--- src/rtl/rf_req_fifo_if.sv ---
// rf_req_fifo_if
//   Bundles the request-queue traffic between the register-allocation stage,
//   the request FIFO and the banked register file.
//   master : the side that pushes requests and observes the read stream (RAU/bench)
//   slave  : the request FIFO itself
// Signals
//   Valid_RAU_ReqFIFO / Ready_ReqFIFO_RAU : push handshake
//   Src{1,2}_Valid/Phy_Bank_ID/Phy_Row_ID : per-source operand address
//   OCID_RAU_OC                            : one-hot target operand collector
//   BankBusy_RF_ReqFIFO                    : per-bank read-port blocked this cycle
//   RdEn/RdRow/RdOCID/RdSlot_ReqFIFO_RF    : registered per-bank read request
//   Count / Empty                          : queue occupancy
interface rf_req_fifo_if #(
  parameter int AW = 2
);
  logic          Valid_RAU_ReqFIFO;
  logic          Ready_ReqFIFO_RAU;
  logic          Src1_Valid;
  logic [1:0]    Src1_Phy_Bank_ID;
  logic [2:0]    Src1_Phy_Row_ID;
  logic          Src2_Valid;
  logic [1:0]    Src2_Phy_Bank_ID;
  logic [2:0]    Src2_Phy_Row_ID;
  logic [3:0]    OCID_RAU_OC;
  logic [3:0]    BankBusy_RF_ReqFIFO;
  logic [3:0]    RdEn_ReqFIFO_RF;
  logic [11:0]   RdRow_ReqFIFO_RF;
  logic [7:0]    RdOCID_ReqFIFO_RF;
  logic [3:0]    RdSlot_ReqFIFO_RF;
  logic [AW:0]   Count;
  logic          Empty;

  modport master (
    output Valid_RAU_ReqFIFO, Src1_Valid, Src1_Phy_Bank_ID, Src1_Phy_Row_ID,
           Src2_Valid, Src2_Phy_Bank_ID, Src2_Phy_Row_ID, OCID_RAU_OC,
           BankBusy_RF_ReqFIFO,
    input  Ready_ReqFIFO_RAU, RdEn_ReqFIFO_RF, RdRow_ReqFIFO_RF,
           RdOCID_ReqFIFO_RF, RdSlot_ReqFIFO_RF, Count, Empty
  );

  modport slave (
    input  Valid_RAU_ReqFIFO, Src1_Valid, Src1_Phy_Bank_ID, Src1_Phy_Row_ID,
           Src2_Valid, Src2_Phy_Bank_ID, Src2_Phy_Row_ID, OCID_RAU_OC,
           BankBusy_RF_ReqFIFO,
    output Ready_ReqFIFO_RAU, RdEn_ReqFIFO_RF, RdRow_ReqFIFO_RF,
           RdOCID_ReqFIFO_RF, RdSlot_ReqFIFO_RF, Count, Empty
  );
endinterface

--- src/rtl/rf_req_fifo.sv ---
// rf_req_fifo
//   In-order queue of per-instruction operand read requests feeding four
//   single-read-port register-file banks. Only the head entry issues; its two
//   sources are read in the same cycle when their banks differ and are free,
//   otherwise the reads are split over several cycles (src1 wins a conflict).
// Ports
//   clk : clock, all state on rising edge
//   rst : synchronous, active-high reset
//   bus : rf_req_fifo_if.slave (push handshake, bank busy, read request, occupancy)
//
// state    | meaning
// ---------+--------------------------------------------------------
// ST_IDLE  | queue empty, no head to evaluate
// ST_ISSUE | head entry valid, issuing its pending operand reads
module rf_req_fifo #(
  parameter int DEPTH = 4,
  parameter int AW    = 2
) (
  input  logic         clk,
  input  logic         rst,
  rf_req_fifo_if.slave bus
);

  typedef enum logic {ST_IDLE, ST_ISSUE} state_e;

  localparam logic [AW:0] FULL = DEPTH[AW:0];

  state_e        state_q, state_d;
  logic [AW-1:0] wr_ptr_q, wr_ptr_d;
  logic [AW-1:0] rd_ptr_q, rd_ptr_d;
  logic [AW:0]   count_q, count_d;

  logic [1:0]    bank1_q [DEPTH];
  logic [2:0]    row1_q  [DEPTH];
  logic [1:0]    bank2_q [DEPTH];
  logic [2:0]    row2_q  [DEPTH];
  logic [1:0]    ocid_q  [DEPTH];
  logic          pend1_q [DEPTH];
  logic          pend2_q [DEPTH];

  logic [3:0]    rd_en_q,   rd_en_d;
  logic [11:0]   rd_row_q,  rd_row_d;
  logic [7:0]    rd_ocid_q, rd_ocid_d;
  logic [3:0]    rd_slot_q, rd_slot_d;

  logic          push, pop, head_vld;
  logic          iss1, iss2;
  logic          h_p1, h_p2;
  logic [1:0]    h_b1, h_b2, h_oc;
  logic [2:0]    h_r1, h_r2;
  logic [1:0]    push_oc;

  // Zero or multi-hot collector IDs fall back to collector 0.
  always_comb begin
    push_oc = 2'd0;
    case (bus.OCID_RAU_OC)
      4'b0001: push_oc = 2'd0;
      4'b0010: push_oc = 2'd1;
      4'b0100: push_oc = 2'd2;
      4'b1000: push_oc = 2'd3;
      default: push_oc = 2'd0;
    endcase
  end

  // Head evaluation and pointer/count bookkeeping.
  always_comb begin
    head_vld = (state_q == ST_ISSUE);
    h_p1     = pend1_q[rd_ptr_q];
    h_p2     = pend2_q[rd_ptr_q];
    h_b1     = bank1_q[rd_ptr_q];
    h_b2     = bank2_q[rd_ptr_q];
    h_r1     = row1_q[rd_ptr_q];
    h_r2     = row2_q[rd_ptr_q];
    h_oc     = ocid_q[rd_ptr_q];

    iss1 = head_vld & h_p1 & ~bus.BankBusy_RF_ReqFIFO[h_b1];
    iss2 = head_vld & h_p2 & ~bus.BankBusy_RF_ReqFIFO[h_b2]
         & ~(iss1 & (h_b1 == h_b2));
    // Pop once nothing remains pending after this cycle's issue; an entry
    // with no valid sources therefore retires in its first head cycle.
    pop  = head_vld & ~(h_p1 & ~iss1) & ~(h_p2 & ~iss2);
    push = bus.Valid_RAU_ReqFIFO & (count_q < FULL);

    wr_ptr_d = push ? wr_ptr_q + 1'b1 : wr_ptr_q;
    rd_ptr_d = pop  ? rd_ptr_q + 1'b1 : rd_ptr_q;

    count_d = count_q;
    case ({push, pop})
      2'b10:   count_d = count_q + 1'b1;
      2'b01:   count_d = count_q - 1'b1;
      default: count_d = count_q;
    endcase
  end

  // Head FSM: a pushed entry becomes head the cycle after it is written.
  always_comb begin
    state_d = state_q;
    case (state_q)
      ST_IDLE:  if (count_d != '0) state_d = ST_ISSUE;
      ST_ISSUE: if (count_d == '0) state_d = ST_IDLE;
      default:  state_d = ST_IDLE;
    endcase
  end

  // Per-bank read request for next cycle; iss1/iss2 never target one bank.
  always_comb begin
    rd_en_d   = '0;
    rd_row_d  = '0;
    rd_ocid_d = '0;
    rd_slot_d = '0;
    for (int b = 0; b < 4; b++) begin
      if (iss1 && (h_b1 == b[1:0])) begin
        rd_en_d[b]          = 1'b1;
        rd_row_d[3*b +: 3]  = h_r1;
        rd_ocid_d[2*b +: 2] = h_oc;
        rd_slot_d[b]        = 1'b0;
      end else if (iss2 && (h_b2 == b[1:0])) begin
        rd_en_d[b]          = 1'b1;
        rd_row_d[3*b +: 3]  = h_r2;
        rd_ocid_d[2*b +: 2] = h_oc;
        rd_slot_d[b]        = 1'b1;
      end
    end
  end

  always_ff @(posedge clk) begin
    if (rst) begin
      state_q   <= ST_IDLE;
      wr_ptr_q  <= '0;
      rd_ptr_q  <= '0;
      count_q   <= '0;
      rd_en_q   <= '0;
      rd_row_q  <= '0;
      rd_ocid_q <= '0;
      rd_slot_q <= '0;
    end else begin
      state_q   <= state_d;
      wr_ptr_q  <= wr_ptr_d;
      rd_ptr_q  <= rd_ptr_d;
      count_q   <= count_d;
      rd_en_q   <= rd_en_d;
      rd_row_q  <= rd_row_d;
      rd_ocid_q <= rd_ocid_d;
      rd_slot_q <= rd_slot_d;
    end
  end

  // Entry storage. The head slot and the write slot only coincide when the
  // queue is empty (no head) or full (no push), so the two updates never clash.
  always_ff @(posedge clk) begin
    if (rst) begin
      for (int i = 0; i < DEPTH; i++) begin
        pend1_q[i] <= 1'b0;
        pend2_q[i] <= 1'b0;
      end
    end else begin
      if (head_vld) begin
        pend1_q[rd_ptr_q] <= h_p1 & ~iss1;
        pend2_q[rd_ptr_q] <= h_p2 & ~iss2;
      end
      if (push) begin
        bank1_q[wr_ptr_q] <= bus.Src1_Phy_Bank_ID;
        row1_q[wr_ptr_q]  <= bus.Src1_Phy_Row_ID;
        bank2_q[wr_ptr_q] <= bus.Src2_Phy_Bank_ID;
        row2_q[wr_ptr_q]  <= bus.Src2_Phy_Row_ID;
        ocid_q[wr_ptr_q]  <= push_oc;
        pend1_q[wr_ptr_q] <= bus.Src1_Valid;
        pend2_q[wr_ptr_q] <= bus.Src2_Valid;
      end
    end
  end

  assign bus.Ready_ReqFIFO_RAU = (count_q < FULL);
  assign bus.Count             = count_q;
  assign bus.Empty             = (count_q == '0);
  assign bus.RdEn_ReqFIFO_RF   = rd_en_q;
  assign bus.RdRow_ReqFIFO_RF  = rd_row_q;
  assign bus.RdOCID_ReqFIFO_RF = rd_ocid_q;
  assign bus.RdSlot_ReqFIFO_RF = rd_slot_q;

endmodule

--- src/flat_wrapper.sv ---
// flat-port wrapper written by rule: the top's interface ports become plain ports
module rf_req_fifo_flat 
#(
  parameter int DEPTH = 4,
  parameter int AW    = 2
)
  (clk, rst, bus_Valid_RAU_ReqFIFO, bus_Src1_Valid, bus_Src1_Phy_Bank_ID, bus_Src1_Phy_Row_ID, bus_Src2_Valid, bus_Src2_Phy_Bank_ID, bus_Src2_Phy_Row_ID, bus_OCID_RAU_OC, bus_BankBusy_RF_ReqFIFO, bus_Ready_ReqFIFO_RAU, bus_RdEn_ReqFIFO_RF, bus_RdRow_ReqFIFO_RF, bus_RdOCID_ReqFIFO_RF, bus_RdSlot_ReqFIFO_RF, bus_Count, bus_Empty);
  rf_req_fifo_if #(.AW(AW)) bus_i ();
  input  logic clk;
  input  logic rst;
  input wire logic [$bits(bus_i.Valid_RAU_ReqFIFO)-1:0] bus_Valid_RAU_ReqFIFO;
  input wire logic [$bits(bus_i.Src1_Valid)-1:0] bus_Src1_Valid;
  input wire logic [$bits(bus_i.Src1_Phy_Bank_ID)-1:0] bus_Src1_Phy_Bank_ID;
  input wire logic [$bits(bus_i.Src1_Phy_Row_ID)-1:0] bus_Src1_Phy_Row_ID;
  input wire logic [$bits(bus_i.Src2_Valid)-1:0] bus_Src2_Valid;
  input wire logic [$bits(bus_i.Src2_Phy_Bank_ID)-1:0] bus_Src2_Phy_Bank_ID;
  input wire logic [$bits(bus_i.Src2_Phy_Row_ID)-1:0] bus_Src2_Phy_Row_ID;
  input wire logic [$bits(bus_i.OCID_RAU_OC)-1:0] bus_OCID_RAU_OC;
  input wire logic [$bits(bus_i.BankBusy_RF_ReqFIFO)-1:0] bus_BankBusy_RF_ReqFIFO;
  output wire logic [$bits(bus_i.Ready_ReqFIFO_RAU)-1:0] bus_Ready_ReqFIFO_RAU;
  output wire logic [$bits(bus_i.RdEn_ReqFIFO_RF)-1:0] bus_RdEn_ReqFIFO_RF;
  output wire logic [$bits(bus_i.RdRow_ReqFIFO_RF)-1:0] bus_RdRow_ReqFIFO_RF;
  output wire logic [$bits(bus_i.RdOCID_ReqFIFO_RF)-1:0] bus_RdOCID_ReqFIFO_RF;
  output wire logic [$bits(bus_i.RdSlot_ReqFIFO_RF)-1:0] bus_RdSlot_ReqFIFO_RF;
  output wire logic [$bits(bus_i.Count)-1:0] bus_Count;
  output wire logic [$bits(bus_i.Empty)-1:0] bus_Empty;
  assign bus_i.Valid_RAU_ReqFIFO = bus_Valid_RAU_ReqFIFO;
  assign bus_i.Src1_Valid = bus_Src1_Valid;
  assign bus_i.Src1_Phy_Bank_ID = bus_Src1_Phy_Bank_ID;
  assign bus_i.Src1_Phy_Row_ID = bus_Src1_Phy_Row_ID;
  assign bus_i.Src2_Valid = bus_Src2_Valid;
  assign bus_i.Src2_Phy_Bank_ID = bus_Src2_Phy_Bank_ID;
  assign bus_i.Src2_Phy_Row_ID = bus_Src2_Phy_Row_ID;
  assign bus_i.OCID_RAU_OC = bus_OCID_RAU_OC;
  assign bus_i.BankBusy_RF_ReqFIFO = bus_BankBusy_RF_ReqFIFO;
  assign bus_Ready_ReqFIFO_RAU = bus_i.Ready_ReqFIFO_RAU;
  assign bus_RdEn_ReqFIFO_RF = bus_i.RdEn_ReqFIFO_RF;
  assign bus_RdRow_ReqFIFO_RF = bus_i.RdRow_ReqFIFO_RF;
  assign bus_RdOCID_ReqFIFO_RF = bus_i.RdOCID_ReqFIFO_RF;
  assign bus_RdSlot_ReqFIFO_RF = bus_i.RdSlot_ReqFIFO_RF;
  assign bus_Count = bus_i.Count;
  assign bus_Empty = bus_i.Empty;
  rf_req_fifo #(.DEPTH(DEPTH), .AW(AW)) u_core (.clk(clk), .rst(rst), .bus(bus_i));
endmodule
--- config.mk ---
export PLATFORM = sky130hd
export DESIGN_NAME = rf_req_fifo_flat
export DESIGN_NICKNAME = d
export VERILOG_FILES = /design/src/rtl/rf_req_fifo_if.sv /design/src/rtl/rf_req_fifo.sv /design/src/flat_wrapper.sv
export SDC_FILE = /design/constraint.sdc
export NUM_CORES = 1
export LEC_CHECK = 0
export BUFFER_PORTS_ARGS = -buffer_cell sky130_fd_sc_hd__buf_2
export CAP_MARGIN = 30
export CORE_MARGIN = 4
export CORE_UTILIZATION = 40
export CTS_CLUSTER_DIAMETER = 30
export DETAILED_ROUTE_END_ITERATION = 12
export SLEW_MARGIN = 10
export SYNTH_ARGS = -nofsm -noshare
export SYNTH_HDL_FRONTEND = slang
export SYNTH_SLANG_ARGS = --single-unit
--- constraint.sdc ---
create_clock -name clk -period 5.5 [get_ports clk]
set_input_delay 0.275 -clock clk [delete_from_list [all_inputs] [get_ports clk]]
set_output_delay 0.275 -clock clk [all_outputs]
set_load 0.01 [all_outputs]
# ---- Word-level counts from Yosys, hierarchy flattened
# Memories as Yosys holds them, arrays and structs flattened. A register that Yosys moved wholly into a read port is not among the register bits.
# Cells that the tools add are included.
dict set report op_classes {
  addsub 4
  reduce_logical 21
  n_bitwise 19
  order_cmp 3
  muxes 67
  n_eq_ne 12
}
# operator count
set ops {}
lappend ops {{2-bit two-way mux} 26}
lappend ops {{1-bit two-way mux} 28}
lappend ops {{3-bit two-way mux} 8}
lappend ops {{1-bit bitwise AND} 11}
lappend ops {{2-bit == test (second input constant)} 5}
lappend ops {{1-bit logical AND} 8}
lappend ops {{1-bit NOT} 8}
lappend ops {{2-bit OR reduction} 4}
lappend ops {{2-bit by 1-bit == test with 1-bit output (second input constant)} 3}
lappend ops {{3-bit zero test} 2}
lappend ops {{2-bit by 3-bit less-than comparator with 1-bit output (second input constant)} 2}
lappend ops {{2-bit one-hot mux with 3 select lines} 1}
lappend ops {{3-bit one-hot mux with 2 select lines} 1}
lappend ops {{2-bit by 1-bit adder with 2-bit output (second input constant)} 2}
lappend ops {{1-bit binary-select mux with 2-bit select} 2}
lappend ops {{4-bit by 2-bit == test with 1-bit output (second input constant)} 1}
lappend ops {{4-bit by 3-bit == test with 1-bit output (second input constant)} 1}
lappend ops {{4-bit == test (second input constant)} 1}
lappend ops {{2-bit zero test} 2}
lappend ops {{1-bit OR reduction} 4}
lappend ops {{3-bit by 1-bit adder with 3-bit output (second input constant)} 1}
lappend ops {{3-bit less-than comparator (second input constant)} 1}
lappend ops {{3-bit nonzero test} 1}
lappend ops {{3-bit by 1-bit subtractor with 3-bit output (second input constant)} 1}
lappend ops {{2 further kinds} 2}
dict set report word_totals {
  ram_bits 56
  inputBits 23
  mem_count 7
  wordCells 144
  ff_bits 36
  out_inout_bits 33
}
# name words word_bits read_ports rd_clocked_by_memory_dff wr line
set memory_table {}
lappend memory_table {u_core.row1_q 4 3 1 1 1 rf_req_fifo.sv:34} ;# logic [2:0] row1_q [DEPTH];
lappend memory_table {u_core.row2_q 4 3 1 1 1 rf_req_fifo.sv:36} ;# logic [2:0] row2_q [DEPTH];
lappend memory_table {u_core.bank1_q 4 2 1 1 1 rf_req_fifo.sv:33} ;# logic [1:0] bank1_q [DEPTH];
lappend memory_table {u_core.bank2_q 4 2 1 1 1 rf_req_fifo.sv:35} ;# logic [1:0] bank2_q [DEPTH];
lappend memory_table {u_core.ocid_q 4 2 1 1 1 rf_req_fifo.sv:37} ;# logic [1:0] ocid_q [DEPTH];
lappend memory_table {u_core.pend1_q 4 1 1 1 4 rf_req_fifo.sv:38} ;# logic pend1_q [DEPTH];
lappend memory_table {{1 more memories} n/a n/a n/a n/a n/a n/a}

# ---- Longest topological paths before layout
dict set report logic_depth {
  ltp_word 16
  depth_mapped 14
  ltp_nobuf 13
}

# ---- Worst setup path after synthesis
# OpenSTA, ideal clock, no wires.
dict set report synth_path {
  path_type {flip-flop to flip-flop}
  from {register with a tool-made name}
  to {register u_core.state_q, in the netlist u_core.head_vld}
  required_time_ps 5369
  path_buffers 1
  arrival_time_ps 3043
  synth_period_minus_slack_ps 3175
  setup_time_ps 131
  slack_ps 2325
  path_stages_with_launch 15
  path_cell_list {dfxtp_1 -> buf_6 -> mux4_2 -> mux2i_2 -> o2bb2ai_2 -> a21oi_2 -> nand2b_1 -> and3_1 -> ha_1 -> inv_1 -> fa_1 -> xor2_1 -> nor2_1 -> xnor2_1 -> a31oi_1}
}
# element line
set synth_lines {}
lappend synth_lines {{end signal: assignment} rf_req_fifo.sv:137} ;# state_q <= state_d;
lappend synth_lines {{end: declaration} rf_req_fifo.sv:28} ;# state_e state_q, state_d;

==> impl_metrics.yaml <==
outcome:
  status: "complete, no violations"
yosys:
  ys_ff_latch: 94
  avgSynthCellArea_sq_um: 13.9
  synth_mux_area_frac: 0.0996
  synthesis.yosys.warnings: 0
  synthAdderAreaFrac: 0.0213
  synth_top_family_by_area: "simple AND/OR/NAND/NOR gates"
  syn_inst: 278
  synth_nets: 307
  synth_area_sq_mm: 0.00387
  async_flop_share: 0
  ys_seq_area_frac: 0.631
  yosys.area_share.simple: 0.110
  synth_cell_types: 54
  synthXorXnorAreaFrac: 0.0181
  synth-compound-area-share: 0.0957
  synth-main-ff-cell: "edfxtp_1"
  synth-edff-count: 56
placement:
  routabilityCongestion: 0.756
  io_buffers: 55
  place_area_sq_mm: 0.00429
  dpl.hpwl_mm: 5.27
  post-place-ws_ns: 1.52
clock_tree:
  cts_root_buf: "clkbuf_8"
  cts_setup_buffers: 0
  post_cts_resized: 0
  numClockSinks: 94
  tritoncts: "built"
  numCtsBuffers: 9
  clkLatencyLatePin_ns: 0.36
  path_clk_slew_ns: 0.10
  htreeDepth: 3
  cts_buffer_depth: 2
  cts_hold_buf: 0
sta:
  worst_slew_pin_slew_ns: 0.791
  max_freq_mhz: 253
  setup_slack_ns: 1.55
  finalSetupViolCount: 0
  fin_tns_setup_ns: 0
  finalCritPeriodShare: 0.718
  grt_setup_unrepaired: "false"
  maxSlewViolCount: 0
  finalCriticalPeriod_ns: 3.95
  holdWs_ns: 0.120
  slew_headroom: 0.473
  skew_ns: 0.0128
  hold_viol: 0
pwr:
  p_int_mw: 1.21
  p_clk_frac: 0.238
  power_frac_comb: 0.272
  p_seq_frac: 0.491
  ir_drop_v: 0.000154
  switching_share: 0.332
  p_leak_nw: 1.64
  netSwitchingPower_mw: 0.602
  p_per_area_mw_per_mm2: 405
setup_path:
  slowest_delay_ns: 0.63
  critical_path.slowest_cell: "dfxtp_1"
  path_cells: "buf_4 > mux4_2 > and3_4 > o2bb2ai_2 > a21oi_2 > nand2b_1 > and3_1 > ha_1 > inv_1 > fa_1 > xor2_1 > nor2_1 > xnor2_1 > a31oi_1"
  r2r_cells: 14
  critical_path.endpoint: "u_core.head_vld"
  reg2reg_slack_ns: 1.55
  r2r_end: "u_core.head_vld"
  required_ns: 5.72
  crit_path_end_kind: "flop"
  crit_fanout: 9
  cp_data_arrival_time_ns: 4.17
  crit_type: "flop to flop"
  crit_path_start_kind: "flop"
die:
  core_sq_mm: 0.00933
  pin_count: 56
  die_area_sq_mm: 0.0113
  die_w_microns: 106
  initial_core_util: 0.415
  fp.dieH_microns: 106
  rows: 35
drt:
  ant_nets: 0
  vias: 2405
  postRouteWirelength_mm: 7.50
  drtPass1Iterations: 4
  wire_per_inst_microns: 15.9
  drc: 0
  drt_iter0_markers: 112
  vias_per_cell: 5.11
grt:
  grt_pass1_wl_mm: 12.0
  antenna_found_initial: 0
  grtUsageTotal: 0.140
  grt_max_degree: 39
  grt_pass1_vias: 2225
  grt_overflow: 0
layout:
  n_antenna_cell: 0
  stdcell_area_sq_mm: 0.00448
  syn_to_final_growth_pct: 15.8
  nets: 366
  drive_above_1_share: 0.295
  fill_cells: 833
flow_run:
  maxCapViolCount: 0
hold_path:
  min_path_type: "input port to flop"
## power groups by stage
stage               Sequential [mW]  Clock [mW]  Combinational, mW
floorplan                     0.873           0              0.392
global placement              0.907           0              0.490
detailed placement            0.908           0              0.493
global route                  0.903       0.474              0.547
finish                        0.890       0.431              0.492
CTS                           0.892       0.444              0.495
## placed cells by master (no fill, tap or decap), types with 4 or more instances in the layout
master,n
nor2_1,19
buf_2,55
edfxtp_1,56
o22ai_1,8
dfxtp_1,38
mux4_2,14
xnor2_1,4
nand2b_1,13
nor3_1,5
o21ai_0,8
nand2_1,15
inv_1,11
ha_1,5
or3_1,5
clkbuf_8,9
xor2_1,4
a21oi_1,9
## stage by stage
step	utilization	power (mW)	std cells
2_1_floorplan	-	1.26	278
3_3_place_gp	0.459	1.40	454
3_5_place_dp	0.460	1.40	455
4_1_cts	0.480	1.83	471
5_1_grt	0.480	1.92	471
6_report	0.480	1.81	471
## registers in the layout, indices dropped and copies added (netlist names), named ones only
name and flops:
u_core.bank1_q 8, u_core.bus.RdSlot_ReqFIFO_RF 4, u_core.bus.RdOCID_ReqFIFO_RF 8, u_core.wr_ptr_q 2
u_core.bank2_q 8, u_core.head_vld 1, u_core.bus.Count 3, u_core.row1_q 12
u_core.row2_q 12, u_core.pend1_q 4, u_core.pend2_q 4, u_core.rd_ptr_q 2
u_core.bus.RdRow_ReqFIFO_RF 12, u_core.bus.RdEn_ReqFIFO_RF 4, u_core.ocid_q 8
## cell families (layout without fill, tap and decap cells)
logic type                 after synthesis  after routing
DFF                                     94             94
and+or+nand+nor                         80             80
AOI/OAI and AO/OA                       48             48
buffers and inverters                   22             86
muxes                                   20             20
xor gates and xnor gates                 8              8
adders and majority gates                6              6
## critical path, delay by kind of cell, from the launching register on
family	cells	cell delay [ns]
simple gates	4	0.80
flops	1	0.63
mux	1	0.62
compound gates	3	0.56
fa+ha+maj	2	0.54
buf+inv	2	0.37
xor+xnor	2	0.30
## synth_stat cells, types with 2 or more instances
cell type,number,area share
buf_2,2,0.0026
a21oi_1,9,0.012
mux2i_1,3,0.0078
nand3_1,3,0.0039
and3_1,3,0.0049
inv_1,11,0.011
clkbuf_1,7,0.0068
dfxtp_1,38,0.20
a211o_1,2,0.0045
nor4_1,2,0.0032
mux4_2,14,0.081
nand2b_1,13,0.021
ha_1,5,0.016
xnor2_1,4,0.0091
o32ai_1,3,0.0068
nor3_1,5,0.0065
nand3b_1,3,0.0058
nor2_1,19,0.018
and2_0,3,0.0049
edfxtp_1,56,0.43
o221ai_1,2,0.0045
nor2b_1,2,0.0032
o21ai_0,8,0.010
nand2_1,15,0.015
xor2_1,4,0.0091
o21a_1,2,0.0039
o22ai_1,8,0.013
or3_1,5,0.0081
o2bb2ai_1,2,0.0045
## final cells by class
class	instances	area, sq um	area share
Clock buffer	9	124	0.0276
Clock inverter	7	67.6	0.0151
Inverter	11	41.3	0.00922
Multi-Input combinational cell	162	1340	0.298
Sequential cell	94	2440	0.545
Tap cell	129	161	0.0360
Timing Repair Buffer	59	309	0.0690
## worst min-delay path by stage
stage,from,to,cells past startpoint
finish,bus_Src1_Phy_Row_ID[0],u_core.row1_q[2][0],1
global route,bus_Src1_Phy_Row_ID[0],u_core.row1_q[0][0],1
CTS,bus_Src1_Phy_Row_ID[0],u_core.row1_q[0][0],1
detailed placement,bus_Src1_Phy_Row_ID[0],u_core.row1_q[0][0],1
global placement,bus_Src1_Phy_Row_ID[2],u_core.row1_q[0][2],1
floorplan,bus_Src1_Phy_Bank_ID[0],u_core.bank1_q[0][0],0
## layer usage
metal / wire, microns / share of wire / GRT usage
met3: 408 / 0.054 / 0.0291
met2: 3390 / 0.45 / 0.208
met5: 0 / 0 / 0
met1: 3560 / 0.47 / 0.198
met4: 140 / 0.019 / 0.0611
(Power assumes the default switching activity.)
